[config.mk]
export PLATFORM = sky130hd
export DESIGN_NAME = pipe_scoreboard
export DESIGN_NICKNAME = d
export VERILOG_FILES = /design/src/rtl/pipe_pkg.sv /design/src/rtl/pipe_scoreboard_sat_counter.sv /design/src/rtl/pipe_scoreboard.sv
export SDC_FILE = /design/constraint.sdc
export NUM_CORES = 1
export LEC_CHECK = 0
export CAP_MARGIN = 30
export CORE_MARGIN = 1
export CORE_UTILIZATION = 45
export CTS_BUF_LIST = sky130_fd_sc_hd__clkbuf_2 sky130_fd_sc_hd__clkbuf_4 sky130_fd_sc_hd__clkbuf_8
export CTS_CLUSTER_SIZE = 16
export DETAILED_ROUTE_END_ITERATION = 10
export PLACE_DENSITY_LB_ADDON = 0.3
export SLEW_MARGIN = 40
export SYNTH_ARGS = -nofsm -noshare
export SYNTH_HDL_FRONTEND = slang
export SYNTH_HIERARCHICAL = 1
export SYNTH_SLANG_ARGS = --single-unit
export TNS_END_PERCENT = 10
[constraint.sdc]
create_clock -name clk -period 9.9 [get_ports clk]
set_input_delay 1.485 -clock clk [delete_from_list [all_inputs] [get_ports clk]]
set_output_delay 1.485 -clock clk [all_outputs]
set_load 0.03 [all_outputs]
[src/rtl/pipe_pkg.sv]
// Shared definitions for the 2/3/4-stage core family: register file geometry,
// scoreboard counter width and the bypass mode encoding.
package pipe_pkg;

    localparam int REG_AW   = 4;
    localparam int NUM_REGS = 16;
    localparam int PEND_W   = 3;

    typedef enum logic {
        BYPASS_NONE  = 1'b0,
        BYPASS_FINAL = 1'b1
    } bypassMode_e;

    // A source is hazardous while its pending count exceeds this limit;
    // with final-cycle forwarding a count of 1 can be bypassed.
    function automatic logic [PEND_W-1:0] hazardLimit(input int bypassMode);
        return (bypassMode == int'(BYPASS_FINAL)) ? PEND_W'(1) : PEND_W'(0);
    endfunction

endpackage

[src/rtl/pipe_scoreboard_sat_counter.sv]
// Saturating up-counter used for the interlock performance statistics;
// it holds at all-ones instead of wrapping.
module sat_counter #(
    parameter int WIDTH = 32
) (
    input  logic             clk,
    input  logic             reset,
    input  logic             inc,
    output logic [WIDTH-1:0] count
);

    always_ff @(posedge clk or posedge reset) begin
        if (reset) begin
            count <= '0;
        end else if (inc && (count != '1)) begin
            count <= count + WIDTH'(1);
        end
    end

endmodule

[src/rtl/pipe_scoreboard.sv]
// Register scoreboard and interlock controller: tracks in-flight writes,
// stalls decode on RAW/WAW hazards and squashes decode after taken branches.
module pipe_scoreboard #(
    parameter int NUM_REGS   = pipe_pkg::NUM_REGS,
    parameter int REG_AW     = pipe_pkg::REG_AW,
    parameter int WB_LATENCY = 2,
    parameter int BYPASS     = 0,
    parameter int BR_PENALTY = 1,
    parameter int CNT_W      = 32
) (
    input  logic              clk,
    input  logic              reset,
    input  logic              issue_valid,
    input  logic [REG_AW-1:0] issue_rs1,
    input  logic [REG_AW-1:0] issue_rs2,
    input  logic              issue_use_rs1,
    input  logic              issue_use_rs2,
    input  logic [REG_AW-1:0] issue_rd,
    input  logic              issue_wb,
    input  logic              branch_taken,
    output logic              stall,
    output logic              flush,
    output logic              issue_accept,
    output logic [NUM_REGS-1:0] busy_vec,
    output logic [CNT_W-1:0]  stall_count,
    output logic [CNT_W-1:0]  flush_count,
    output logic [CNT_W-1:0]  issue_count
);

    import pipe_pkg::*;

    localparam logic [PEND_W-1:0] WB_LOAD    = PEND_W'(WB_LATENCY);
    localparam logic [PEND_W-1:0] SRC_LIMIT  = hazardLimit(BYPASS);
    localparam logic [2:0]        FLUSH_LOAD = 3'(BR_PENALTY);

    logic [PEND_W-1:0] pend [NUM_REGS];
    logic [2:0]        flushCtr;
    logic              hazardRs1;
    logic              hazardRs2;
    logic              hazardWaw;

    // A pending count above 1 on the destination means an older write would
    // retire after this one, so the newer write must wait.
    assign hazardRs1    = issue_use_rs1 && (pend[issue_rs1] > SRC_LIMIT);
    assign hazardRs2    = issue_use_rs2 && (pend[issue_rs2] > SRC_LIMIT);
    assign hazardWaw    = issue_wb && (pend[issue_rd] > PEND_W'(1));
    assign flush        = (flushCtr != 3'd0);
    assign stall        = issue_valid && !flush && (hazardRs1 || hazardRs2 || hazardWaw);
    assign issue_accept = issue_valid && !stall && !flush;

    for (genvar r = 0; r < NUM_REGS; r++) begin : gSlot
        // A fresh accepted write reloads the slot even while it still counts down.
        always_ff @(posedge clk or posedge reset) begin
            if (reset) begin
                pend[r] <= '0;
            end else if (issue_accept && issue_wb && (issue_rd == REG_AW'(r))) begin
                pend[r] <= WB_LOAD;
            end else if (pend[r] != '0) begin
                pend[r] <= pend[r] - PEND_W'(1);
            end
        end

        assign busy_vec[r] = (pend[r] != '0);
    end

    // A branch resolved during an active flush restarts the window.
    always_ff @(posedge clk or posedge reset) begin
        if (reset) begin
            flushCtr <= 3'd0;
        end else if (branch_taken) begin
            flushCtr <= FLUSH_LOAD;
        end else if (flushCtr != 3'd0) begin
            flushCtr <= flushCtr - 3'd1;
        end
    end

    sat_counter #(.WIDTH(CNT_W)) uStallCount (
        .clk   (clk),
        .reset (reset),
        .inc   (stall),
        .count (stall_count)
    );

    sat_counter #(.WIDTH(CNT_W)) uFlushCount (
        .clk   (clk),
        .reset (reset),
        .inc   (flush && issue_valid),
        .count (flush_count)
    );

    sat_counter #(.WIDTH(CNT_W)) uIssueCount (
        .clk   (clk),
        .reset (reset),
        .inc   (issue_accept),
        .count (issue_count)
    );

endmodule

==> results of run 1 <==
==> cells by family after synthesis <==
family | count (synthesis) | share of synthesized area
flip-flops | 147 | 0.4410
AND/OR/NAND/NOR | 307 | 0.2081
XOR/XNOR | 100 | 0.1050
buffers and inverters | 105 | 0.04950
adder cells (fa/ha/maj) | 37 | 0.05551
multiplexers | 25 | 0.03855
AO/OA/AOI/OAI | 120 | 0.1023
==> worst paths after layout <==
check	endpoint	slack [ns]	depth (start not counted)
setup / recovery	issue_accept	3.29	9
hold / removal	uFlushCount/count[5]	0.50	1
setup reg to reg	uIssueCount/count[29]	5.44	12
hold reg to reg	uFlushCount/count[5]	0.50	1
max in group asynchronous	uFlushCount/count[3]	7.66	3
min in group asynchronous	uStallCount/count[29]	1.58	3
==> cell usage in the layout (no fill, tap or decap), types with 31 or more instances in the layout <==
master / count
nor2_1: 62
clkdlybuf4s50_1: 133
inv_1: 82
nand4_1: 31
ha_1: 37
dfrtp_1: 147
xnor2_1: 77
nand3_1: 66
and3_1: 39
nand2_1: 33
a21oi_1: 57
==> metrics by stage <==
step	util	worst slack (ns)	hold WS, ns	std cells	total power (µW)
after CTS	0.5680	3.315	0.5030	1218	2352
after global placement	0.5467	3.400	0.4854	1185	1871
final	0.5684	3.287	0.4993	1219	2322
after global routing	0.5684	3.049	0.5220	1219	2522
after floorplan	-	4.923	0.4802	841	1599
after detailed placement	0.5474	3.322	0.4858	1186	1898
==> flip-flops by register name (all words and copies together), names as in the netlist <==
name and flops:
flushCtr 3, uFlushCount/count 32, uIssueCount/count 32, uStallCount/count 32
pend 48
==> power groups by stage <==
| stage | logic (µW) | registers, µW | clock network (µW) |
|---|---|---|---|
| after floorplan | 679 | 920 | 0 |
| after global placement | 971 | 900 | 0 |
| after detailed placement | 1000 | 899 | 0 |
| after CTS | 1000 | 888 | 459 |
| after global routing | 1130 | 912 | 483 |
| final | 991 | 890 | 441 |
==> layer usage <==
layer / vias up / share of wire / wire (µm)
li1: 3248 / - / -
met1: 3183 / 0.47 / 8833
met2: 115 / 0.46 / 8726
met3: 29 / 0.045 / 838
met4: 2 / 0.019 / 365
met5: - / 0.00069 / 13
==> cells in the mapped netlist, types with 3 or more instances <==
library cell,instances,area (µm²)
dfrtp_1,147,3679
inv_1,83,311.6
xnor2_1,77,674.4
nand3_1,66,330.3
nor2_1,62,232.7
a21oi_1,57,285.3
and3_1,39,244.0
ha_1,37,462.9
nand2_1,33,123.9
nand4_1,31,193.9
xor2_1,23,201.4
nor3_1,19,95.09
a21o_1,16,120.1
mux2i_1,16,160.2
clkbuf_1,10,37.54
nor4_1,10,62.56
buf_2,7,35.03
nand2b_1,7,43.79
o21ai_0,6,30.03
a31oi_1,5,31.28
mux4_2,5,112.6
nor2b_1,5,31.28
a211oi_1,4,30.03
a41oi_1,4,35.03
and4_1,4,35.03
a2111oi_0,3,26.28
and2_1,3,18.77
mux2_2,3,33.78
nor4_4,3,63.81
o31ai_1,3,22.52
or3_1,3,18.77
or4_4,3,33.78
==> layout make-up <==
type | instances | area share
Tap cell | 229 | 0.02787
Clock inverter | 12 | 0.01059
Sequential cell | 147 | 0.3578
Multi-Input combinational cell | 589 | 0.4133
Inverter | 83 | 0.03055
Clock buffer | 20 | 0.02556
Timing Repair Buffer | 139 | 0.1342
==> results by group, run 1 <==
Yosys
  – Post-synth net total: between 800 and 900
  – Syn Inst Count: roughly 840
  – FF+latch count, synth: between 100 and 150
  – Post-synth cell types: 67
  – Sequential cell area fraction in the yosys report: 0.4410
  – Async S/R FF share, synth: 1.000
  – Syn. warnings: 6
  – Synth Cell Area: approximately 8300 µm²
  – EDFF count, synth: 0
  – Avg Cell Area, Syn: between 9 and 10 µm²
  – Post-synth top flop: dfrtp_1

Cells and area
  – Layout cells sized above 1: 0.07677
  – Fillers: 1588
  – Area of the multi-input gates: between 4000 and 5000 µm²
  – FF+latch area: 3679 µm²
  – Nets: between 1000 and 1500
  – Area added between synthesis and finish: 23.25%
  – Final Cell Area: slightly above 10000 µm²
  – ANT cells: 0

Power
  – Combinational share of power: 0.427
  – Sequential Power Share: 0.383
  – Internal power: approximately 1400 µW
  – Power Dens Cells: 225.9 nW/µm²
  – Switching fraction of total power: 0.3980
  – NetSw: 924.0 µW
  – VDD IR-drop max: ~110 µV
  – Leakage: between 0.004 and 0.005 µW
  – Clock power frac: 0.190

Route
  – Drt pass-1 iters: 10
  – Post-DR vias/cell: approximately 5.4
  – Total Wirelength: about 19 mm
  – ANT nets after route: 0
  – Starting DRC count in detailed routing: between 300 and 400
  – Drt drc: 10
  – Vias: around 6600
  – Routed len/inst: 15.40 µm

STA
  – RSZ-0062 raised after global routing: no
  – Final setup violating endpoints: 0
  – Max-slew headroom: 0.5087
  – Pins Over Slew Limit: 0
  – Min Tclk post-route: 6.613 ns
  – Worst Skew: slightly below 0.01 ns
  – Hold Vio Cnt, Final: 0
  – Worst slew pin tran: about 0.73 ns
  – Achievable Freq: roughly 150 MHz
  – Final period util: 0.6679
  – Setup TNS: 0 ns

Clocking
  – Root Driver: clkbuf_8
  – Cts repair resizes: 0
  – Setup Buffers After CTS: 0
  – Clk pin slew, worst setup/hold paths: 0.08 ns
  – CTS tree: built
  – CTS Sinks: about 150
  – Clk buf depth: 2
  – Post-CTS Hold Fix Bufs: 0
  – Later-pin clock latency in the skew report: roughly 0.45 ns
  – CTS buffer count: 17
  – # H-tree levels: 4

Global routing
  – Initial antenna violation count: 1
  – First-pass GRT wire length: between 30 and 40 mm
  – Met2 Usage GRT: 0.3209
  – Largest net degree at the start of global routing: 52
  – GR Util met1: 0.2783
  – Global-route usage over all layers: 0.2043
  – GRT busiest layer: met2
  – Number of global-route vias before repair: ~6200
  – GRT overflow: 0
  – Grt met3 use: 0.04434

Floorplan
  – # IOs: roughly 130
  – Core Area: about 18000 µm²
  – Initial Util: 0.4612
  – # rows: approximately 50
  – Die area: ~19000 µm²
  – Die H: about 140 µm
  – Chip Width: 138.1 µm

Min path
  – Hold Crit Class: flop to flop
  – Hold Startpoint: uFlushCount/count[5]

Worst setup path
  – Slowest CP cell: clkdlybuf4s50_1
  – Critical path peak fanout: 50
  – Crit path launch type: primary input
  – CP dominant cell by count: clkdlybuf4s50_1
  – Critical Path Start: issue_rs2[1]
  – R2r startpoint: pend[27]
  – CP max stage delay: approximately 0.76 ns
  – Delay-heaviest family, CP: buffers and inverters
  – Worst EP arrival: 5.13 ns
  – Worst path bufs/invs: 3
  – Crit path cell chain: clkdlybuf4s50_1 > or4_1 > o2111a_1 > nor4_1 > nand2_1 > a32oi_2 > buf_4 > and4_1 > clkdlybuf4s50_1
  – Crit Path Category: primary input to primary output
  – CP endpoint kind: primary output
  – Critical path required time: 8.42 ns

Outcome
  – Status: finished with violations
  – Violated checks: DRC

Placement
  – GP Congestion: 0.8591
  – Port Buf Inserts: 133
  – DP Wirelength: 13.75 mm
  – Placed instance area: slightly below 10000 µm²

Job
  – Max-Cap Viols: 0
Power figures use the tool's default switching activity.
==> run 2: changes to the inputs <==
==> constraint.sdc (replaced) <==
create_clock -name clk -period 5.6 [get_ports clk]
set_input_delay 0.84 -clock clk [delete_from_list [all_inputs] [get_ports clk]]
set_output_delay 0.84 -clock clk [all_outputs]
set_load 0.03 [all_outputs]
==> run 2 against run 1 <==
  * The flow still finishes with violations (DRC)
  * Routed wire length increased by 0.69%
  * Sequential power increased by 76%
  * Critical path depth decreased by 1
  * Clock power increased by 120%
  * Largest cell class unchanged
  * Sequential share of layout area decreased by 0.43 points
  * Cell count increased by 0.25%
  * Register-to-register slack got worse by 3.9 ns
  * Power increased by 86%
  * Worst hold slack got worse by 0.0023 ns
  * Critical endpoint unchanged
  * Setup slack got worse by 2.5 ns
  * Critical path type unchanged
  * Clock skew increased by 0.0012 ns
  * Global-route usage increased by 0.14 points
==> results by group, run 2 (same netlist as run 1, synthesis figures left out) <==
Outcome
  – Status: finished with violations
  – Violated checks: DRC

STA
  – Final worst slack: 0.7480 ns (-2.539 ns)
  – Setup TNS: 0 ns (unchanged)
  – Worst Skew: 0.01082 ns (+0.001194 ns)
  – Achievable Freq: roughly 210 MHz
  – Min Tclk post-route: about 4.9 ns
  – Final period util: 0.8664
  – Final setup violating endpoints: 0 (unchanged)
  – Pins Over Slew Limit: 0 (unchanged)
  – Hold slack: 0.4970 ns (-0.002255 ns)
  – Worst slew pin tran: 0.7331 ns (+0.002890 ns)
  – RSZ-0062 raised after global routing: no
  – Max-slew headroom: 0.5068 (-0.001945)
  – Hold Vio Cnt, Final: 0 (unchanged)

Global routing
  – Initial antenna violation count: 0 (-1)
  – Global-route usage over all layers: 0.2057 (+0.001392)
  – Number of global-route vias before repair: 6356 (+2.6%)
  – GRT overflow: 0 (unchanged)
  – First-pass GRT wire length: 31.67 mm (+0.42%)
  – Largest net degree at the start of global routing: 52 (unchanged)

Worst setup path
  – CP endpoint kind: primary output
  – Crit Path Category: primary input to primary output
  – Crit path launch type: primary input
  – Worst EP arrival: 4.01 ns (-1.12 ns)
  – Critical path peak fanout: 12 (-76%)
  – Crit path cell chain: clkdlybuf4s50_1 > or4_1 > o2111a_1 > nor4_1 > nand2_1 > a32oi_2 > and4_1 > clkdlybuf4s50_1
  – CP dominant cell by count: clkdlybuf4s50_1
  – CP max stage delay: 0.74 ns (-0.02 ns)
  – Worst Reg-to-Reg Cells: 11 (-1)
  – Slowest CP cell: clkdlybuf4s50_1
  – Critical path required time: 4.76 ns (-3.66 ns)

Cells and area
  – Most common cell after layout, fill and taps aside: dfrtp_1
  – Top reg by flops: pend
  – Nets: 1035 (+0.19%)
  – Layout cells sized above 1: 0.07964 (+0.002869)
  – Highest-count cells in the layout ignoring fill and taps: dfrtp_1, clkdlybuf4s50_1, inv_1
  – Max reg flops: 48 (unchanged)
  – Area added between synthesis and finish: 24.74%
  – Post-route insts no fill: 1222 (+0.25%)

Placement
  – Cell count after placement: 1189 (+0.25%)
  – GP Congestion: 0.8822 (+2.7%)
  – Port Buf Inserts: 133 (unchanged)
  – Post-Place Worst Slack: 0.7294 ns (-2.592 ns)
  – DP Wirelength: 13.95 mm (+1.4%)

Clocking
  – CTS Sinks: 147 (unchanged)
  – CTS buffer count: 17 (unchanged)
  – Post-CTS Hold Fix Bufs: 0 (unchanged)
  – Cts repair resizes: 0 (unchanged)
  – Setup Buffers After CTS: 0 (unchanged)
  – CTS tree: built
  – Clk pin slew, worst setup/hold paths: 0.08 ns (about the same)
  – # H-tree levels: 4 (unchanged)
  – Root Driver: clkbuf_8
  – Clk buf depth: 2 (unchanged)
  – Later-pin clock latency in the skew report: 0.44 ns (about the same)

Route
  – Starting DRC count in detailed routing: 296 (-23%)
  – Drt pass-1 iters: 8 (-2)
  – Routed len/inst: 15.47 µm (+0.44%)
  – Total Wirelength: 18.91 mm (+0.69%)
  – Drt drc: 20 (+10)
  – Met3 routed WL: 963 µm (+15%)
  – Post-DR vias/cell: 5.501 (+2.0%)
  – Routed met2 length: 8.790 mm (+0.73%)
  – Met1 wire length: 8.709 mm (-1.4%)
  – Vias: 6722 (+2.2%)
  – Max Used Layer: met4
  – ANT nets after route: 0 (unchanged)

Power
  – Switching fraction of total power: 0.3792 (-0.01871)
  – Power Dens Cells: 414.8 nW/µm² (+84%)
  – Combinational share of power: 0.407 (-0.020)
  – Leakage: 0.004723 µW (+1.4%)
  – Internal power: 2679 µW (+92%)
  – VDD IR-drop max: 171.4 µV (+61%)
  – Clock power frac: 0.229 (+0.039)
  – NetSw: 1637 µW (+77%)
  – Sequential Power Share: 0.364 (-0.019)

Floorplan
  – Die area: 19080 µm² (unchanged)
  – Core Area: 18090 µm² (unchanged)
  – Die H: 138.1 µm (unchanged)
  – # rows: 49 (unchanged)
  – Chip Width: 138.1 µm (unchanged)
  – # IOs: 134 (unchanged)
  – Initial Util: 0.4612 (unchanged)

Min path
  – Hold Crit Class: flop to flop
  – WHS Path Cells: 1 (unchanged)

Job
  – Max-Cap Viols: 0 (unchanged)
run 2: worst paths after layout:
path                                            start               endpoint  slack, ns
worst min register to register  uFlushCount/count[18]  uFlushCount/count[18]       0.50
worst max register to register               pend[27]  uIssueCount/count[23]       1.52
worst max-delay path                     issue_rs2[1]           issue_accept       0.75
max in group asynchronous                       reset   uFlushCount/count[6]       4.08
worst min-delay path            uFlushCount/count[18]  uFlushCount/count[18]       0.50
min in group asynchronous                       reset   uFlushCount/count[1]       0.87
run 2: area by class of cell:
cell class              count  area, µm²
diodes                      1      2.502
clock buffers              18      241.5
clock inverters            14      235.2
fillers                  1582       7682
inverters                  83      311.5
multi-input cells         589       4253
flip-flops and latches    147       3679
well taps                 229      286.5
repair buffers            141       1395
run 2: layer usage:
| layer | track usage | vias up |
|---|---|---|
| met3 | 0.04018 | 25 |
| met4 | 0.08575 | 0 |
| li1 | - | 3264 |
| met1 | 0.2718 | 3267 |
| met2 | 0.3322 | 166 |
| met5 | 0 | - |
run 2: per-stage QoR:
step / instance area (µm²) / util / total power, µW
global placement: 9902 / 0.5475 / 3288
CTS: 10400 / 0.5749 / 4360
detailed placement: 9921 / 0.5485 / 3358
global route: 10400 / 0.5751 / 4655
floorplan: 8341 / - / 2827
finish: 10400 / 0.5752 / 4316
run 2: power by group through the flow:
stage,registers [µW],logic (µW),clock network (µW)
6_report,1570,1760,986
5_1_grt,1610,1990,1050
4_1_cts,1570,1780,1010
3_5_place_dp,1590,1770,0
3_3_place_gp,1580,1710,0
2_1_floorplan,1630,1200,0
run 2: critical path, delay by kind of cell:
| family | cells | cell delay, ns |
|---|---|---|
| AND/OR/NAND/NOR | 4 | 1.37 |
| AO/OA/AOI/OAI | 2 | 0.44 |
| buffers and inverters | 2 | 1.35 |
